<file path="src/rtl/dmem_arb_pkg.sv">
// dmem_arb_pkg: shared types and constants for the data-memory arbiter
package dmem_arb_pkg;

  localparam int NUM_REQ    = 2;
  localparam int DMEM_DEPTH = 1280;

  typedef enum logic [1:0] {IDLE, ACCESS, RESP} state_t;

  typedef logic req_id_t;

  function automatic logic [NUM_REQ-1:0] id_onehot(input req_id_t id);
    return id ? 2'b10 : 2'b01;
  endfunction

endpackage

</file>
<file path="src/rtl/dmem_arbiter_rr_arb2.sv">
// rr_arb2: combinational two-way round-robin grant, one-hot output
module rr_arb2
  import dmem_arb_pkg::*;
(
  input  logic [NUM_REQ-1:0] valid_i,
  input  req_id_t            last_grant_i,
  output logic [NUM_REQ-1:0] grant_o
);

  // a lone requester wins outright; on contention the one not granted last time wins
  always_comb
    grant_o = (&valid_i) ? id_onehot(~last_grant_i) : valid_i;

endmodule

</file>
<file path="src/rtl/dmem_arbiter.sv">
// dmem_arbiter: shares the single-port data memory between the MEM stage (0) and the debug/loader port (1)
// Optional feature: define DMEM_ARB_BOUNDS_CHECK_EN to answer out-of-range requests with rsp_err
module dmem_arbiter
  import dmem_arb_pkg::*;
#(
  parameter int ADDR_W = 64,
  parameter int DATA_W = 32,
  parameter int DEPTH  = DMEM_DEPTH
) (
  input  logic                      clk,
  input  logic                      rst_n,
  input  logic [NUM_REQ-1:0]        req_valid_i,
  output logic [NUM_REQ-1:0]        req_ready_o,
  input  logic [NUM_REQ-1:0]        req_we_i,
  input  logic [NUM_REQ*ADDR_W-1:0] req_addr_i,
  input  logic [NUM_REQ*DATA_W-1:0] req_wdata_i,
  output logic [NUM_REQ-1:0]        rsp_valid_o,
  input  logic [NUM_REQ-1:0]        rsp_ready_i,
  output logic [DATA_W-1:0]         rsp_rdata_o,
  output logic                      rsp_err_o,
  output logic [ADDR_W-1:0]         mem_address_o,
  output logic [DATA_W-1:0]         mem_write_data_o,
  output logic                      mem_write_o,
  output logic                      mem_read_o,
  input  logic [DATA_W-1:0]         mem_read_data_i
);

`ifdef DMEM_ARB_BOUNDS_CHECK_EN
  localparam bit BOUNDS_EN = 1'b1;
`else
  localparam bit BOUNDS_EN = 1'b0;
`endif

  state_t              state_q, state_d;
  req_id_t             last_grant_q, id_q;
  logic                we_q;
  logic [ADDR_W-1:0]   addr_q;
  logic [DATA_W-1:0]   wdata_q, rdata_q;
  logic [NUM_REQ-1:0]  grant;
  req_id_t             win;
  logic                accept, oor;
  logic [ADDR_W-1:0]   win_addr;
  logic [DATA_W-1:0]   win_wdata;

  rr_arb2 u_arb (
    .valid_i      (req_valid_i),
    .last_grant_i (last_grant_q),
    .grant_o      (grant)
  );

  // winner selection and acceptance; acceptance only happens while idle
  always_comb begin
    win       = grant[1];
    win_addr  = win ? req_addr_i[2*ADDR_W-1:ADDR_W] : req_addr_i[ADDR_W-1:0];
    win_wdata = win ? req_wdata_i[2*DATA_W-1:DATA_W] : req_wdata_i[DATA_W-1:0];
    accept    = (state_q == IDLE) && |grant;
    oor       = BOUNDS_EN && (win_addr >= ADDR_W'(DEPTH));
  end

  // state register; reset drops any in-flight transaction and kills the strobes at once
  always_ff @(posedge clk or negedge rst_n) begin
    if (!rst_n) state_q <= IDLE;
    else        state_q <= state_d;
  end

  // next state: out-of-range requests skip the memory access entirely
  always_comb begin
    state_d = state_q;
    unique case (state_q)
      IDLE:    state_d = accept ? (oor ? RESP : ACCESS) : IDLE;
      ACCESS:  state_d = RESP;
      RESP:    state_d = rsp_ready_i[id_q] ? IDLE : RESP;
      default: state_d = IDLE;
    endcase
  end

  // outputs decoded from state; strobes exist only during the single ACCESS cycle
  always_comb begin
    req_ready_o = (state_q == IDLE) ? grant : '0;
    mem_write_o = (state_q == ACCESS) && we_q;
    mem_read_o  = (state_q == ACCESS) && !we_q;
    rsp_valid_o = (state_q == RESP) ? id_onehot(id_q) : '0;
  end

  // request latch at acceptance and response capture at the end of ACCESS
  always_ff @(posedge clk or negedge rst_n) begin
    if (!rst_n) begin
      last_grant_q <= 1'b1;
      id_q         <= 1'b0;
      we_q         <= 1'b0;
      addr_q       <= '0;
      wdata_q      <= '0;
      rdata_q      <= '0;
    end else if (accept) begin
      last_grant_q <= win;
      id_q         <= win;
      we_q         <= req_we_i[win];
      addr_q       <= win_addr;
      wdata_q      <= win_wdata;
      if (oor) rdata_q <= '0;
    end else if (state_q == ACCESS) begin
      rdata_q      <= we_q ? '0 : mem_read_data_i;
    end
  end

`ifdef DMEM_ARB_BOUNDS_CHECK_EN
  logic err_q;

  // error flag is decided at acceptance and held through the response
  always_ff @(posedge clk or negedge rst_n) begin
    if (!rst_n)      err_q <= 1'b0;
    else if (accept) err_q <= oor;
  end

  assign rsp_err_o = err_q;
`else
  assign rsp_err_o = 1'b0;
`endif

  assign mem_address_o    = addr_q;
  assign mem_write_data_o = wdata_q;
  assign rsp_rdata_o      = rdata_q;

endmodule
</file>
<file path="config.mk">
export PLATFORM = sky130hd
export DESIGN_NAME = dmem_arbiter
export DESIGN_NICKNAME = d
export VERILOG_FILES = /design/src/rtl/dmem_arb_pkg.sv /design/src/rtl/dmem_arbiter_rr_arb2.sv /design/src/rtl/dmem_arbiter.sv
export SDC_FILE = /design/constraint.sdc
export NUM_CORES = 1
export LEC_CHECK = 0
export ABC_AREA = 1
export CAP_MARGIN = 20
export CORE_AREA = 2 2 142 144
export DETAILED_ROUTE_END_ITERATION = 8
export DIE_AREA = 0 0 144 146
export GPL_TIMING_DRIVEN = 0
export HOLD_SLACK_MARGIN = 0.12
export PLACE_DENSITY = 0.72
export SLEW_MARGIN = 20
export SYNTH_ARGS = -nofsm -noshare
export SYNTH_HDL_FRONTEND = slang
export SYNTH_SLANG_ARGS = --single-unit
</file>
<file path="constraint.sdc">
create_clock -name clk -period 1.8 [get_ports clk]
set_input_delay 0.54 -clock clk [delete_from_list [all_inputs] [get_ports clk]]
set_output_delay 0.54 -clock clk [all_outputs]
set_load 0.05 [all_outputs]
</file>
==> run_results.csv <==
group,metric,value,unit
status,outcome,"finished, violations left",
status,violations,"setup timing",
sta,finalMaxSlewViolations,0,
worst_hold_path,whs_path_depth,2,
sta,maxSlewHeadroom,66.29,%
critical_path,cp_data_required_time,1.26,ns
critical_path,path_class,"flop to output pin",
sta,rsz0062_at_grt,"true",
route,via_per_inst,4.711,
global_routing,grt_max_degree,89,
cells_and_area,layoutNonFillerInstCount,1593,
critical_path,startpoint_type,"flop",
route,ant_nets,0,
critical_path,worst-path-buf-inv,3,
critical_path,critical-path-slowest-cell,"dfrtp_2",
cells_and_area,nets,1545,
route,avgRoutedWirePerCell,16.45,um
floorplanning,ios,367,
place,placed_area,10700,um^2
sta,finalClockSkew,0.01017,ns
floorplanning,die_width,144,um
clock_network,cts_root_buf,"clkbuf_16",
logic_synthesis,synth.distinct_cells,15,
power,power_density,1836,nW/um^2
global_routing,grt_overflow,0,
global_routing,grt_pass1_wl,39.34,mm
logic_synthesis,synth_area,6645,um^2
route,drc,0,
floorplanning,dieHeight,146,um
clock_network,cts_tree,"yes",
critical_path,crit_family,"flip-flops",
clock_network,clk_pin_slew,0.06,ns
sta,post-route-min-period,2.030,ns
logic_synthesis,ys_seq_elements,133,
logic_synthesis,avgSynthCellArea,7.278,um^2
route,vias,7504,
clock_network,insertion_delay,0.42,ns
worst_hold_path,hp-class,"flop to flop",
critical_path,endpoint_kind,"output pin",
critical_path,cp.depth,5,
cells_and_area,area_delta_synth_final,76.75,%
cells_and_area,finalInstanceArea,11750,um^2
floorplanning,rows,51,
logic_synthesis,synth_top_cell_by_area,"dfrtp_1",
logic_synthesis,synth_fp_nets,1145,
clock_network,cts.sinks,133,
power,ir_worst_vdd,0.6251,mV
cells_and_area,fill_cells,1762,
global_routing,grt_pass1_vias,7173,
place,port_buffers,364,
sta,layout_setup_ws,-0.2299,ns
global_routing,grt_usage,24.41,%
clock_network,cts_inserted_buffers,17,
clock_network,htreeDepth,4,
critical_path,crit_fanout,3,
cells_and_area,regArea,3332,um^2
logic_synthesis,synth_area_leaders,"dfrtp_1, nand2_1, nand3_1, buf_2, buf_4",
place,pre_cts_ws,-1.390,ns
route,wirelength,26.21,mm
cells_and_area,drive_gt1_share,19.98,%
floorplanning,core_area,19330,um^2
route,drt_iter0_markers,341,
global_routing,antenna_found_initial,2,
power,power.leakage,5.868,nW
critical_path,r2r_cells,9,
logic_synthesis,seq_area_frac_synth,50.10,%
critical_path,cpMostUsedCell,"nor2_4",
place,hpwl,19.56,mm
job,cap_violations,0,
sta,worst_pin_slew,0.5057,ns
route,drt_pass1_iterations,6,
place,post-place-cells,1543,
place,place_congestion,0.8740,
logic_synthesis,yosysWarnings,0,
logic_synthesis,synthCells,913,
clock_network,cts.path.max_buffers,2,
sta,setup_viol,6,
sta,finalCritPeriodShare,112.8,%
sta,hold_viol_final,0,
critical_path,cp_slowest_stage_delay,0.44,ns
floorplanning,dieArea,21020,um^2
sta,max_freq,492.6,MHz
critical_path,cp_cell_sequence,"nor2_4 -> inv_4 -> clkbuf_16 -> nor2_4 -> buf_8",
logic_synthesis,synth_top_area_share,49.71,%
critical_path,cp_data_arrival_time,1.49,ns
floorplanning,start_util,34.37,%
cells_and_area,multi_input_area,2954,um^2
power by group:
group	internal, W	switching, W
clock network	0.00208	0.00144
logic	0.00416	0.00865
registers	0.00440	0.000853
per-layer routing:
metal | vias up | track usage, % | part of all wire, % | routed length [um]
li1 | 3699 | - | - | -
met1 | 3455 | 28.04 | 39 | 10180
met2 | 304 | 42.45 | 50 | 13120
met3 | 46 | 6.746 | 8.4 | 2193
met4 | 0 | 10.10 | 2.7 | 718
met5 | - | 0 | 0 | 0
area by class of cell:
cell class / count / share of cell area, %
Sequential cell: 133 / 28.37
Tap cell: 265 / 2.823
Clock inverter: 15 / 1.438
Clock buffer: 17 / 3.622
Timing Repair Buffer: 386 / 34.32
Multi-Input combinational cell: 700 / 25.15
Buffer: 65 / 3.803
Inverter: 10 / 0.4261
Antenna cell: 2 / 0.04261
worst paths after layout:
kind,from,end,slack (ns)
setup reg to reg,last_grant_q,mem_address_o[11],0.02
hold / removal,rsp_rdata_o[0],rsp_rdata_o[0],0.48
hold reg to reg,rsp_rdata_o[0],rsp_rdata_o[0],0.48
min in group asynchronous,rst_n,mem_address_o[33],0.61
max in group asynchronous,rst_n,rsp_rdata_o[11],0.44
setup / recovery,state_q[1],mem_write_o,-0.23
cell usage in the layout (no fill, tap or decap), types with 2 or more instances in the layout:
master,count
dfrtp_2,2
nand2_2,4
buf_2,21
buf_8,6
buf_6,6
diode_2,2
clkbuf_4,6
nand2_1,490
nand2_4,2
clkdlybuf4s15_2,126
bufinv_16,2
buf_4,39
nand3_4,2
inv_6,6
nand3_1,195
inv_4,2
nor2_4,3
clkinvlp_4,5
clkbuf_16,20
clkbuf_1,10
inv_2,3
buf_1,2
clkdlybuf4s50_1,228
nor2_2,3
clkinv_4,2
dfrtp_1,130
inv_1,3
per-stage QoR:
step	TNS (ns)	total power [W]	utilization [%]	hold WS, ns
6_report	-0.9066	0.02157	60.75	0.4796
5_1_grt	-3.158	0.02276	60.75	0.4940
4_1_cts	-2.720	0.02160	60.36	0.4816
2_1_floorplan	0	0.01318	-	0.2444
3_3_place_gp	-744.48	0.01777	55.16	0.4618
3_5_place_dp	-48.17	0.01791	55.33	0.4641
logic make-up (layout without fill, tap and decap cells):
kind of cell | Yosys count | count (layout) | share of synthesized area, %
other | 1 | 3 | 0.05643
AND/OR/NAND/NOR | 699 | 699 | 43.38
buffers and inverters | 80 | 493 | 6.458
flip-flops | 133 | 133 | 50.10
synth_stat cells (all sizes together):
cell type	instances
dfrtp	132
clkbuf	13
dfstp	1
buf	57
clkinv	1
nand3	197
nand2	496
nor2	6
inv	9
conb	1
timing repair:
item	CTS	global route
pin swaps	3	2
buffers inserted	16	6
hold buffers	1	0
resized for setup	458	31
hold endpoints to repair	45	0
cloned	0	1
setup endpoints to repair	187	128
state kept, by name, indices dropped and copies added, names as in the netlist:
register / flops
mem_address_o: 64
id_q: 1
we_q: 1
state_q: 2
rsp_rdata_o: 32
mem_write_data_o: 32
last_grant_q: 1
worst min-delay path, cell delays in order (launching register included):
cell	delay, ns
dfrtp_1	0.34
nand2_1	0.05
nand2_1	0.06
No activity file was read; power rests on OpenSTA's default activity.
